==> config.mk <==
export PLATFORM = sky130hd
export DESIGN_NAME = exc_unit_n
export DESIGN_NICKNAME = d
export VERILOG_FILES = /design/src/rtl/exc_unit_n.sv
export SDC_FILE = /design/constraint.sdc
export NUM_CORES = 1
export LEC_CHECK = 0
export ABC_AREA = 1
export CAP_MARGIN = 20
export CORE_ASPECT_RATIO = 1.1
export CORE_UTILIZATION = 39
export CTS_CLUSTER_SIZE = 20
export DETAILED_ROUTE_END_ITERATION = 10
export GPL_TIMING_DRIVEN = 0
export PLACE_DENSITY = 0.74
export SLEW_MARGIN = 0
export SYNTH_ARGS = -nofsm -noshare
export SYNTH_HDL_FRONTEND = slang
export SYNTH_SLANG_ARGS = --single-unit
==> constraint.sdc <==
create_clock -name clk -period 11.2 [get_ports clk]
set_input_delay 1.12 -clock clk [delete_from_list [all_inputs] [get_ports clk]]
set_output_delay 1.12 -clock clk [all_outputs]
set_load 0.1 [all_outputs]
==> src/rtl/exc_unit_n.sv <==
// ---------------------------------------------------------------------------
// exc_unit_n -- parametrised exception / interrupt sequencing unit.
//
// Purpose:
//   Collects NCAUSE cause lines into a sticky pending register and masks them
//   with SR. The lowest NMI indices are non-maskable. A pending, unmasked
//   cause starts an entry handshake: jisr is raised and held until the
//   pipeline acks. On the ack clock the context (SR, mode, cause set, PCs,
//   effective address) is saved into SPRs. eret restores SR and mode.
//
// Optional feature:
//   Define EXC_COUNT_EN to add a W-bit entry counter, readable at reg_sel 7.
//   Any SPR write to reg_sel 7 clears it. Without the macro, reg_sel 7 reads
//   0 and writes to it are ignored.
//
// Ports:
//   clk, rst         system clock, asynchronous active-high reset
//   ca[NCAUSE]       cause inputs, sampled every clock
//   ack              pipeline accepted the ISR jump this cycle
//   eret             return-from-exception pulse (acted on only in ISR)
//   rpt              EPC selects pc (repeat) instead of next_pc
//   pc, next_pc, ea  current/next instruction address, load/store address
//   sprw, reg_sel,   SPR write strobe, SPR select, SPR write data
//   data_in
//   spr_out          SPR read data (combinational on reg_sel)
//   jisr             registered exception request to the pipeline
//   isr_pc           constant ISR start address SISR
//   eret_pc          EPC
//   mca              masked pending causes
//   il               index of the lowest set bit of mca (0 when none)
//   mode             0 = system, 1 = user
// ---------------------------------------------------------------------------
module exc_unit_n #(
    parameter int             NCAUSE = 23,
    parameter int             NMI    = 1,
    parameter int             W      = 32,
    parameter logic [W-1:0]   SISR   = '0,
    parameter int             ILW    = $clog2(NCAUSE)
) (
    input  logic              clk,
    input  logic              rst,
    input  logic [NCAUSE-1:0] ca,
    input  logic              ack,
    input  logic              eret,
    input  logic              rpt,
    input  logic [W-1:0]      pc,
    input  logic [W-1:0]      next_pc,
    input  logic [W-1:0]      ea,
    input  logic              sprw,
    input  logic [2:0]        reg_sel,
    input  logic [W-1:0]      data_in,
    output logic [W-1:0]      spr_out,
    output logic              jisr,
    output logic [W-1:0]      isr_pc,
    output logic [W-1:0]      eret_pc,
    output logic [NCAUSE-1:0] mca,
    output logic [ILW-1:0]    il,
    output logic              mode
);

    typedef enum logic [1:0] {
        ST_IDLE  = 2'd0,
        ST_ENTRY = 2'd1,
        ST_ISR   = 2'd2
    } state_t;

    // ------------------------------------------------------------------
    // State
    // ------------------------------------------------------------------
    state_t              state_q,  state_d;
    logic                jisr_q,   jisr_d;
    logic [NCAUSE-1:0]   pend_q,   pend_d;
    logic [W-1:0]        sr_q,     sr_d;
    logic [W-1:0]        esr_q,    esr_d;
    logic [NCAUSE-1:0]   eca_q,    eca_d;
    logic [W-1:0]        epc_q,    epc_d;
    logic [W-1:0]        edpc_q,   edpc_d;
    logic [W-1:0]        edata_q,  edata_d;
    logic                mode_q,   mode_d;
    logic                emode_q,  emode_d;
`ifdef EXC_COUNT_EN
    logic [W-1:0]        cnt_q,    cnt_d;
`endif

    // ------------------------------------------------------------------
    // Masking: NMI lines ignore SR, the rest are gated by their SR bit.
    // ------------------------------------------------------------------
    logic [NCAUSE-1:0] mask;
    logic [NCAUSE-1:0] mca_c;

    generate
        for (genvar gi = 0; gi < NCAUSE; gi++) begin : g_mask
            if (gi < NMI) begin : g_nmi
                assign mask[gi] = 1'b1;
            end else begin : g_maskable
                assign mask[gi] = sr_q[gi];
            end
        end
    endgenerate

    assign mca_c = pend_q & mask;

    // Entry save happens on the ack clock of ENTRY; restore on eret in ISR.
    logic save_c;
    logic restore_c;
    logic [NCAUSE-1:0] clr_c;

    assign save_c    = (state_q == ST_ENTRY) && ack;
    assign restore_c = (state_q == ST_ISR) && eret;
    assign clr_c     = save_c ? mca_c : '0;

    // ------------------------------------------------------------------
    // Lowest set bit of mca: scanning downward lets the lowest index win.
    // ------------------------------------------------------------------
    logic [ILW-1:0] il_c;

    always_comb begin
        il_c = '0;
        for (int i = NCAUSE - 1; i >= 0; i--) begin
            if (mca_c[i]) begin
                il_c = ILW'(i);
            end
        end
    end

    // ------------------------------------------------------------------
    // Pending register. Captured bits are cleared first and new cause
    // inputs OR'd in afterwards, so a line that is high on the capture
    // clock is not lost.
    // ------------------------------------------------------------------
    always_comb begin
        pend_d = (pend_q & ~clr_c) | ca;
    end

    // ------------------------------------------------------------------
    // SPR next-state. Software writes are applied first; save/restore
    // then override only the registers they touch.
    // ------------------------------------------------------------------
    always_comb begin
        sr_d    = sr_q;
        esr_d   = esr_q;
        eca_d   = eca_q;
        epc_d   = epc_q;
        edpc_d  = edpc_q;
        edata_d = edata_q;
        mode_d  = mode_q;
        emode_d = emode_q;
`ifdef EXC_COUNT_EN
        cnt_d   = cnt_q;
`endif

        // An entry increments the counter. A software write to the counter
        // is applied below and overrides the increment.
`ifdef EXC_COUNT_EN
        if (save_c) begin
            cnt_d = cnt_q + 1'b1;
        end
`endif

        if (sprw) begin
            case (reg_sel)
                3'd0: sr_d    = data_in;
                3'd1: esr_d   = data_in;
                3'd2: eca_d   = data_in[NCAUSE-1:0];
                3'd3: epc_d   = data_in;
                3'd4: edpc_d  = data_in;
                3'd5: edata_d = data_in;
                3'd6: mode_d  = data_in[0];
`ifdef EXC_COUNT_EN
                3'd7: cnt_d   = '0;
`endif
                default: ;
            endcase
        end

        if (save_c) begin
            eca_d   = mca_c;
            esr_d   = sr_q;
            emode_d = mode_q;
            sr_d    = '0;
            mode_d  = 1'b0;
            epc_d   = rpt ? pc : next_pc;
            edpc_d  = pc;
            edata_d = ea;
        end

        if (restore_c) begin
            sr_d   = esr_q;
            mode_d = emode_q;
        end
    end

    // ------------------------------------------------------------------
    // Entry FSM next-state. jisr is registered alongside the state, so it
    // rises with the first ENTRY cycle and falls with the first ISR cycle.
    // ------------------------------------------------------------------
    always_comb begin
        state_d = state_q;
        jisr_d  = jisr_q;
        case (state_q)
            ST_IDLE: begin
                if (|mca_c) begin
                    state_d = ST_ENTRY;
                    jisr_d  = 1'b1;
                end
            end
            ST_ENTRY: begin
                if (ack) begin
                    state_d = ST_ISR;
                    jisr_d  = 1'b0;
                end
            end
            ST_ISR: begin
                // No nesting: causes only accumulate in pend until eret.
                if (eret) begin
                    state_d = ST_IDLE;
                end
            end
            default: begin
                state_d = ST_IDLE;
                jisr_d  = 1'b0;
            end
        endcase
    end

    // ------------------------------------------------------------------
    // Registers
    // ------------------------------------------------------------------
    always_ff @(posedge clk or posedge rst) begin
        if (rst) begin
            state_q <= ST_IDLE;
            jisr_q  <= 1'b0;
            pend_q  <= '0;
            sr_q    <= '0;
            esr_q   <= '0;
            eca_q   <= '0;
            epc_q   <= '0;
            edpc_q  <= '0;
            edata_q <= '0;
            mode_q  <= 1'b0;
            emode_q <= 1'b0;
`ifdef EXC_COUNT_EN
            cnt_q   <= '0;
`endif
        end else begin
            state_q <= state_d;
            jisr_q  <= jisr_d;
            pend_q  <= pend_d;
            sr_q    <= sr_d;
            esr_q   <= esr_d;
            eca_q   <= eca_d;
            epc_q   <= epc_d;
            edpc_q  <= edpc_d;
            edata_q <= edata_d;
            mode_q  <= mode_d;
            emode_q <= emode_d;
`ifdef EXC_COUNT_EN
            cnt_q   <= cnt_d;
`endif
        end
    end

    // ------------------------------------------------------------------
    // SPR read mux
    // ------------------------------------------------------------------
    always_comb begin
        spr_out = '0;
        case (reg_sel)
            3'd0: spr_out = sr_q;
            3'd1: spr_out = esr_q;
            3'd2: spr_out[NCAUSE-1:0] = eca_q;
            3'd3: spr_out = epc_q;
            3'd4: spr_out = edpc_q;
            3'd5: spr_out = edata_q;
            3'd6: spr_out[0] = mode_q;
`ifdef EXC_COUNT_EN
            3'd7: spr_out = cnt_q;
`endif
            default: spr_out = '0;
        endcase
    end

    // ------------------------------------------------------------------
    // Outputs
    // ------------------------------------------------------------------
    assign jisr    = jisr_q;
    assign isr_pc  = SISR;
    assign eret_pc = epc_q;
    assign mca     = mca_c;
    assign il      = il_c;
    assign mode    = mode_q;

endmodule
==> impl_metrics.json, run 1 <==
{
  "status": "complete, no violations",
  "worstSetupStartpoint": "reg_sel[0]",
  "drt_iter0_drc": 1815,
  "grt_setup_unrepaired": "false",
  "worstSetupEndpointType": "output port",
  "worst_slew_pin_slew_ns": 1.08,
  "synth_xor_area_share_pct": 0,
  "totalPowerFinal_mw": 4.92,
  "clock_latency_ns": 0.52,
  "holdCritPathClass": "flop to flop",
  "hold_depth": 1,
  "dp_slack_ns": 5.39,
  "synthArstFlopShare_pct": 100,
  "synthAdderAreaFrac_pct": 0,
  "highest_layer": "met5",
  "r2r_slack_ns": 8.15,
  "dp_hpwl_um": 33900,
  "wl_met3_um": 6580,
  "drv_cap": 0,
  "cp.buffers_inverters": 5,
  "cp_data_arrival_time_ns": 4.83,
  "crit_family": "buffers and inverters",
  "vias": 12100,
  "wl_per_cell_um": 23.7,
  "io_buffers": 252,
  "cts_resized": 0,
  "setup_tns_ns": 0,
  "antenna_found_initial": 1,
  "cts_tree": "yes",
  "synth-simple-area-share_pct": 15.7,
  "post-route-drc-count": 0,
  "cp.depth": 9,
  "ys_top_cells_by_count": "334 x nand2_1, 211 x dfrtp_1, 163 x inv_1",
  "fin_crit_ns": 5.95,
  "holdWs_ns": 0.488,
  "crit_type": "input port to output port",
  "setup_slack_ns": 5.25,
  "clock-sinks": 211,
  "yosysUniqueCellTypes": 36,
  "ys_seq_elements": 211,
  "crit_slowest_cell": "clkdlybuf4s50_1",
  "synth_ff_type": "dfrtp_1",
  "power.leakage_nw": 6.94,
  "maxSlewViolCount": 0,
  "synth_warnings": 0,
  "syn_inst": 1351,
  "dp_cells": 1998,
  "crit_required_ns": 10.08,
  "crit_path_end": "spr_out[6]",
  "synth_top_area_share_pct": 47.7,
  "synth-compound-area-share_pct": 23.7,
  "fill_cells": 2561,
  "max-vdd-ir-drop_v": 0.000300,
  "syn_to_final_growth_pct": 34.9,
  "rr_worst_depth": 7,
  "fmax_ghz": 0.168,
  "num_rows": 64,
  "die_h_um": 179,
  "h-tree-depth": 1,
  "syn_area_per_cell_sq_um": 8.20,
  "utilization_pct": 53.6,
  "setup_viol": 0,
  "wl_met1_um": 17300,
  "core-area_sq_um": 27900,
  "path_cells": "clkdlybuf4s50_1, inv_2, nor3_4, inv_2, clkbuf_1, o21ai_1, a221oi_1, o221ai_1, clkdlybuf4s50_1",
  "overflow": 0,
  "dr_wl_met2_um": 21000,
  "multiInputGateArea_sq_um": 4680,
  "cts_setup_buffers": 0,
  "synth_edf_count": 0,
  "synth_area_sq_um": 11100,
  "fin_area_sq_um": 14900,
  "start_kind": "input port",
  "grt_max_degree": 107,
  "initial_core_util_pct": 39.8,
  "rr_startpoint": "state_q[0]$_DFFE_PP0P_",
  "clkTransAtPathRegs_ns": 0.06,
  "stdcell_count": 2038,
  "r2r-end": "esr_q[31]$_DFFE_PP0P_",
  "clock_skew_ns": 0.00938,
  "firstDrtPassIters": 7,
  "clockBufferDepth": 3,
  "drtAntennaViolNets": 0,
  "cts-root-buf": "clkbuf_16",
  "muxShareOfSynthArea_pct": 1.83,
  "ys_seq_area_share_pct": 47.7,
  "post_dp_cell_area_sq_um": 14200,
  "synth_top_family_by_area": "compound AO/OA/AOI/OAI gates",
  "drive_above_1_share_pct": 7.52,
  "post_drt_via_cell_ratio": 5.95,
  "yosysMostFrequentCell": "nand2_1",
  "grt_usage_pct": 32.9,
  "final-seq-area_sq_um": 5280,
  "hold_buffers": 0,
  "globalplace.congestion": 0.944,
  "io_pins": 286,
  "routed_wirelength_um": 48200,
  "slew-limit-headroom_pct": 28.0,
  "grt_pass1_vias": 11800,
  "critPathMaxStageDelay_ns": 1.19,
  "fp.dieW_um": 163,
  "yosys-top-cells-area": "dfrtp_1 48%, nand2_1 11%, inv_1 5.5%, o211ai_1 4.8%, o221ai_1 3.8%",
  "period_share_pct": 53.1,
  "numCtsBuffers": 23,
  "fin_nets": 1820,
  "hold_violations": 0,
  "synth_top_area_cell": "dfrtp_1",
  "antenna_cells": 0,
  "grt_pass1_wl_um": 70500,
  "powerDensity_nw_per_um2": 329,
  "die_area_sq_um": 29100,
  "cp_max_fo": 10
}
==> worst min path at each step <==
stage	from	end	slack, ns
2_1_floorplan	edata_q[15]$_DFFE_PP0P_	edata_q[15]$_DFFE_PP0P_	0.45
3_3_place_gp	edata_q[5]$_DFFE_PP0P_	edata_q[5]$_DFFE_PP0P_	0.46
3_5_place_dp	edata_q[15]$_DFFE_PP0P_	edata_q[15]$_DFFE_PP0P_	0.47
4_1_cts	edata_q[5]$_DFFE_PP0P_	edata_q[5]$_DFFE_PP0P_	0.49
5_1_grt	edata_q[4]$_DFFE_PP0P_	edata_q[4]$_DFFE_PP0P_	0.50
6_report	pend_q[22]$_DFF_PP0_	pend_q[22]$_DFF_PP0_	0.49
==> area by class of cell <==
cell class	count	share of cell area, %
tap	363	3.04
buffer	112	3.80
inverter	177	4.50
clock buffer	32	4.34
timing repair buffer	253	17.1
sequential	211	35.3
clock inverter	8	0.603
multi-input combinational	882	31.3
==> state kept, by name, indices dropped and copies added (netlist names), 2 cells and up <==
| name | count |
|---|---|
| edata_q | 32 |
| edpc_q | 32 |
| eret_pc | 32 |
| esr_q | 32 |
| sr_q | 32 |
| eca_q | 23 |
| pend_q | 23 |
| state_q | 2 |
==> report_power, final <==
part | switching (mW) | internal, mW | leakage (nW)
Sequential | 0.233 | 1.12 | 2.47
Combinational | 2.13 | 0.671 | 4.10
Clock | 0.322 | 0.449 | 0.370
Total | 2.68 | 2.24 | 6.94
==> layer usage <==
layer  vias to the layer above  track usage, %
met4                         4            21.5
met2                      1107            50.4
li1                       5155               -
met1                      5630            40.8
met5                         -            1.40
met3                       226            8.67
==> cells by family after synthesis <==
group                  after synthesis
other                                1
muxes                               18
buffers and inverters              289
DFF                                211
AOI/OAI and AO/OA                  389
and+or+nand+nor                    443
==> cell usage in the layout, fill, tap and decap left out, types with 40 or more instances in the layout <==
| master | synthesis | routed |
|---|---|---|
| nand2_1 | 334 | 334 |
| inv_1 | 163 | 162 |
| o211ai_1 | 71 | 71 |
| a21oi_1 | 40 | 40 |
| clkdlybuf4s50_1 | 0 | 252 |
| nor2_1 | 80 | 80 |
| clkbuf_1 | 54 | 59 |
| dfrtp_1 | 211 | 211 |
| o221ai_1 | 48 | 48 |
| o21ai_0 | 73 | 73 |
No activity file was read; power rests on OpenSTA's default activity.
==> run 2, diff against run 1 <==
Settings changed: PLACE_DENSITY 0.74 to 0.77.
Clock period 11.2 ns to 4.9 ns, I/O delays scaled along.
==> run 2 against run 1 <==
Worst hold slack worse by 0.063 ns. Via count up 0.99%. Cell area grew 0.47%. Clock skew rose by 0.0083 ns. Critical endpoint unchanged. Setup slack got worse by 5.1 ns. Register-to-register slack got worse by 6.3 ns. Largest power group unchanged. Sequential power is 130% higher. Combinational power increased by 130%. Highest routed layer is now met4. Final cell count increased by 0.25%. Utilization rose by 0.25 points.
==> impl_metrics.json, run 2 (same netlist as run 1, synthesis figures left out) <==
{
  "totalPowerFinal_mw": 11.3,
  "cts_tree": "yes",
  "max-vdd-ir-drop_v": 0.000572,
  "antenna_cells": 0,
  "post_drt_via_cell_ratio": 5.99,
  "crit_type": "input port to output port",
  "clock_latency_ns": 0.52,
  "grt_usage_pct": 33.1,
  "grt_setup_unrepaired": "false",
  "path_cells": "clkdlybuf4s50_1, inv_2, nor3_4, inv_2, clkbuf_1, o21ai_1, a221oi_1, o221ai_1, clkdlybuf4s50_1",
  "crit_slowest_cell": "clkdlybuf4s50_1",
  "fin_crit_ns": 4.75,
  "setup_tns_ns": 0,
  "globalplace.congestion": 0.953,
  "fp.dieW_um": 163,
  "worstSetupEndpointType": "output port",
  "drive_above_1_share_pct": 7.86,
  "grt_max_degree": 43,
  "fin_nets": 1824,
  "initial_core_util_pct": 39.8,
  "holdCritPathClass": "input port to asynchronous set/reset pin",
  "clock-sinks": 211,
  "num_rows": 64,
  "cts-root-buf": "clkbuf_16",
  "wl_per_cell_um": 23.8,
  "critPathMaxStageDelay_ns": 1.19,
  "die_area_sq_um": 29100,
  "grt_pass1_wl_um": 70600,
  "die_h_um": 179,
  "cp.buffers_inverters": 5,
  "maxSlewViolCount": 0,
  "stdcell_count": 2043,
  "overflow": 0,
  "power.leakage_nw": 6.97,
  "vias": 12200,
  "worst_slew_pin_slew_ns": 1.10,
  "slew-limit-headroom_pct": 26.4,
  "cts_resized": 0,
  "post-route-drc-count": 0,
  "numCtsBuffers": 23,
  "fmax_ghz": 0.210,
  "setup_viol": 0,
  "hold_buffers": 0,
  "cts_setup_buffers": 0,
  "h-tree-depth": 1,
  "drtAntennaViolNets": 0,
  "routed_wirelength_um": 48600,
  "crit_required_ns": 4.41,
  "dp_hpwl_um": 34500,
  "powerDensity_nw_per_um2": 751,
  "crit_family": "buffers and inverters",
  "clockBufferDepth": 3,
  "hold_violations": 0,
  "dp_cells": 2002,
  "firstDrtPassIters": 7,
  "drt_iter0_drc": 1686,
  "io_pins": 286,
  "drv_cap": 0,
  "period_share_pct": 97.0,
  "clock_skew_ns": 0.0177,
  "syn_to_final_growth_pct": 35.5,
  "status": "complete, no violations",
  "fin_area_sq_um": 15000,
  "clkTransAtPathRegs_ns": 0.07,
  "final_common_cell": "nand2_1",
  "cp_data_arrival_time_ns": 4.26,
  "antenna_found_initial": 0,
  "grt_pass1_vias": 11700,
  "core-area_sq_um": 27900,
  "io_buffers": 252,
  "final_cell_mix": "334 x nand2_1, 252 x clkdlybuf4s50_1, 211 x dfrtp_1",
  "post_dp_cell_area_sq_um": 14300,
  "cp_max_fo": 10,
  "start_kind": "input port"
}
==> run 2: cell count changes in the layout (fill, tap and decap cells not counted), sizes merged <==
cell / delta
clkinvlp: +1
clkbuf: -2
clkinv: +2
buf: +4
==> run 2: worst register-to-register path: stages (launching register included) <==
cell	delay, ns
dfrtp_1	0.41
inv_1	0.06
nor2_1	0.04
nand2_1	0.26
clkbuf_1	0.69
buf_2	0.42
buf_1	0.72
o221ai_1	0.23
==> run 2: where the power goes <==
group	internal (mW)	switching, mW	total (mW)
logic	1.54	4.88	6.42
registers	2.55	0.531	3.09
clock network	1.01	0.746	1.76
==> run 2: area by class of cell <==
type | instances | area, sq um
fillers | 2575 | 12900
clock buffers | 30 | 632
flip-flops and latches | 211 | 5280
multi-input cells | 882 | 4680
clock inverters | 11 | 109
repair buffers | 257 | 2620
inverters | 177 | 668
well taps | 363 | 454
plain buffers | 112 | 568
==> run 2: worst paths after layout <==
kind                                         from               endpoint  slack (ns)  cells past startpoint
max in group asynchronous                     rst    sr_q[2]$_DFFE_PP0P_        3.35                      5
min                                           rst  esr_q[17]$_DFFE_PP0P_        0.42                      2
min in group clk              pend_q[9]$_DFF_PP0_    pend_q[9]$_DFF_PP0_        0.48                      1
min reg2reg                   pend_q[9]$_DFF_PP0_    pend_q[9]$_DFF_PP0_        0.48                      1
max                                    reg_sel[0]             spr_out[6]        0.15                      9
max reg2reg                state_q[0]$_DFFE_PP0P_  eca_q[10]$_DFFE_PP0P_        1.90                      7
==> run 2: routing by layer <==
| layer | wire length [um] | part of all wire [%] | GRT usage, % | vias up |
|---|---|---|---|---|
| met5 | 0 | 0 | 0 | - |
| met4 | 3570 | 7.3 | 21.8 | 0 |
| met3 | 7170 | 15 | 8.93 | 238 |
| met2 | 20900 | 43 | 49.8 | 1090 |
| met1 | 16900 | 35 | 41.7 | 5748 |
| li1 | - | - | - | 5166 |
==> run 2: through the flow <==
stage	hold slack [ns]	setup slack, ns	utilization [%]
final	0.425	0.146	53.9
after global routing	0.499	0.177	53.9
after CTS	0.449	0.306	53.9
after detailed placement	0.467	0.336	51.2
after global placement	0.464	-0.0497	50.9
after floorplan	0.449	0.204	-
==> run 3, diff against run 2 <==
Settings changed: SKIP_LAST_GASP set to 1.
==> results of run 3 <==
The final DEF is identical to that of run 2; final timing and power are the same.
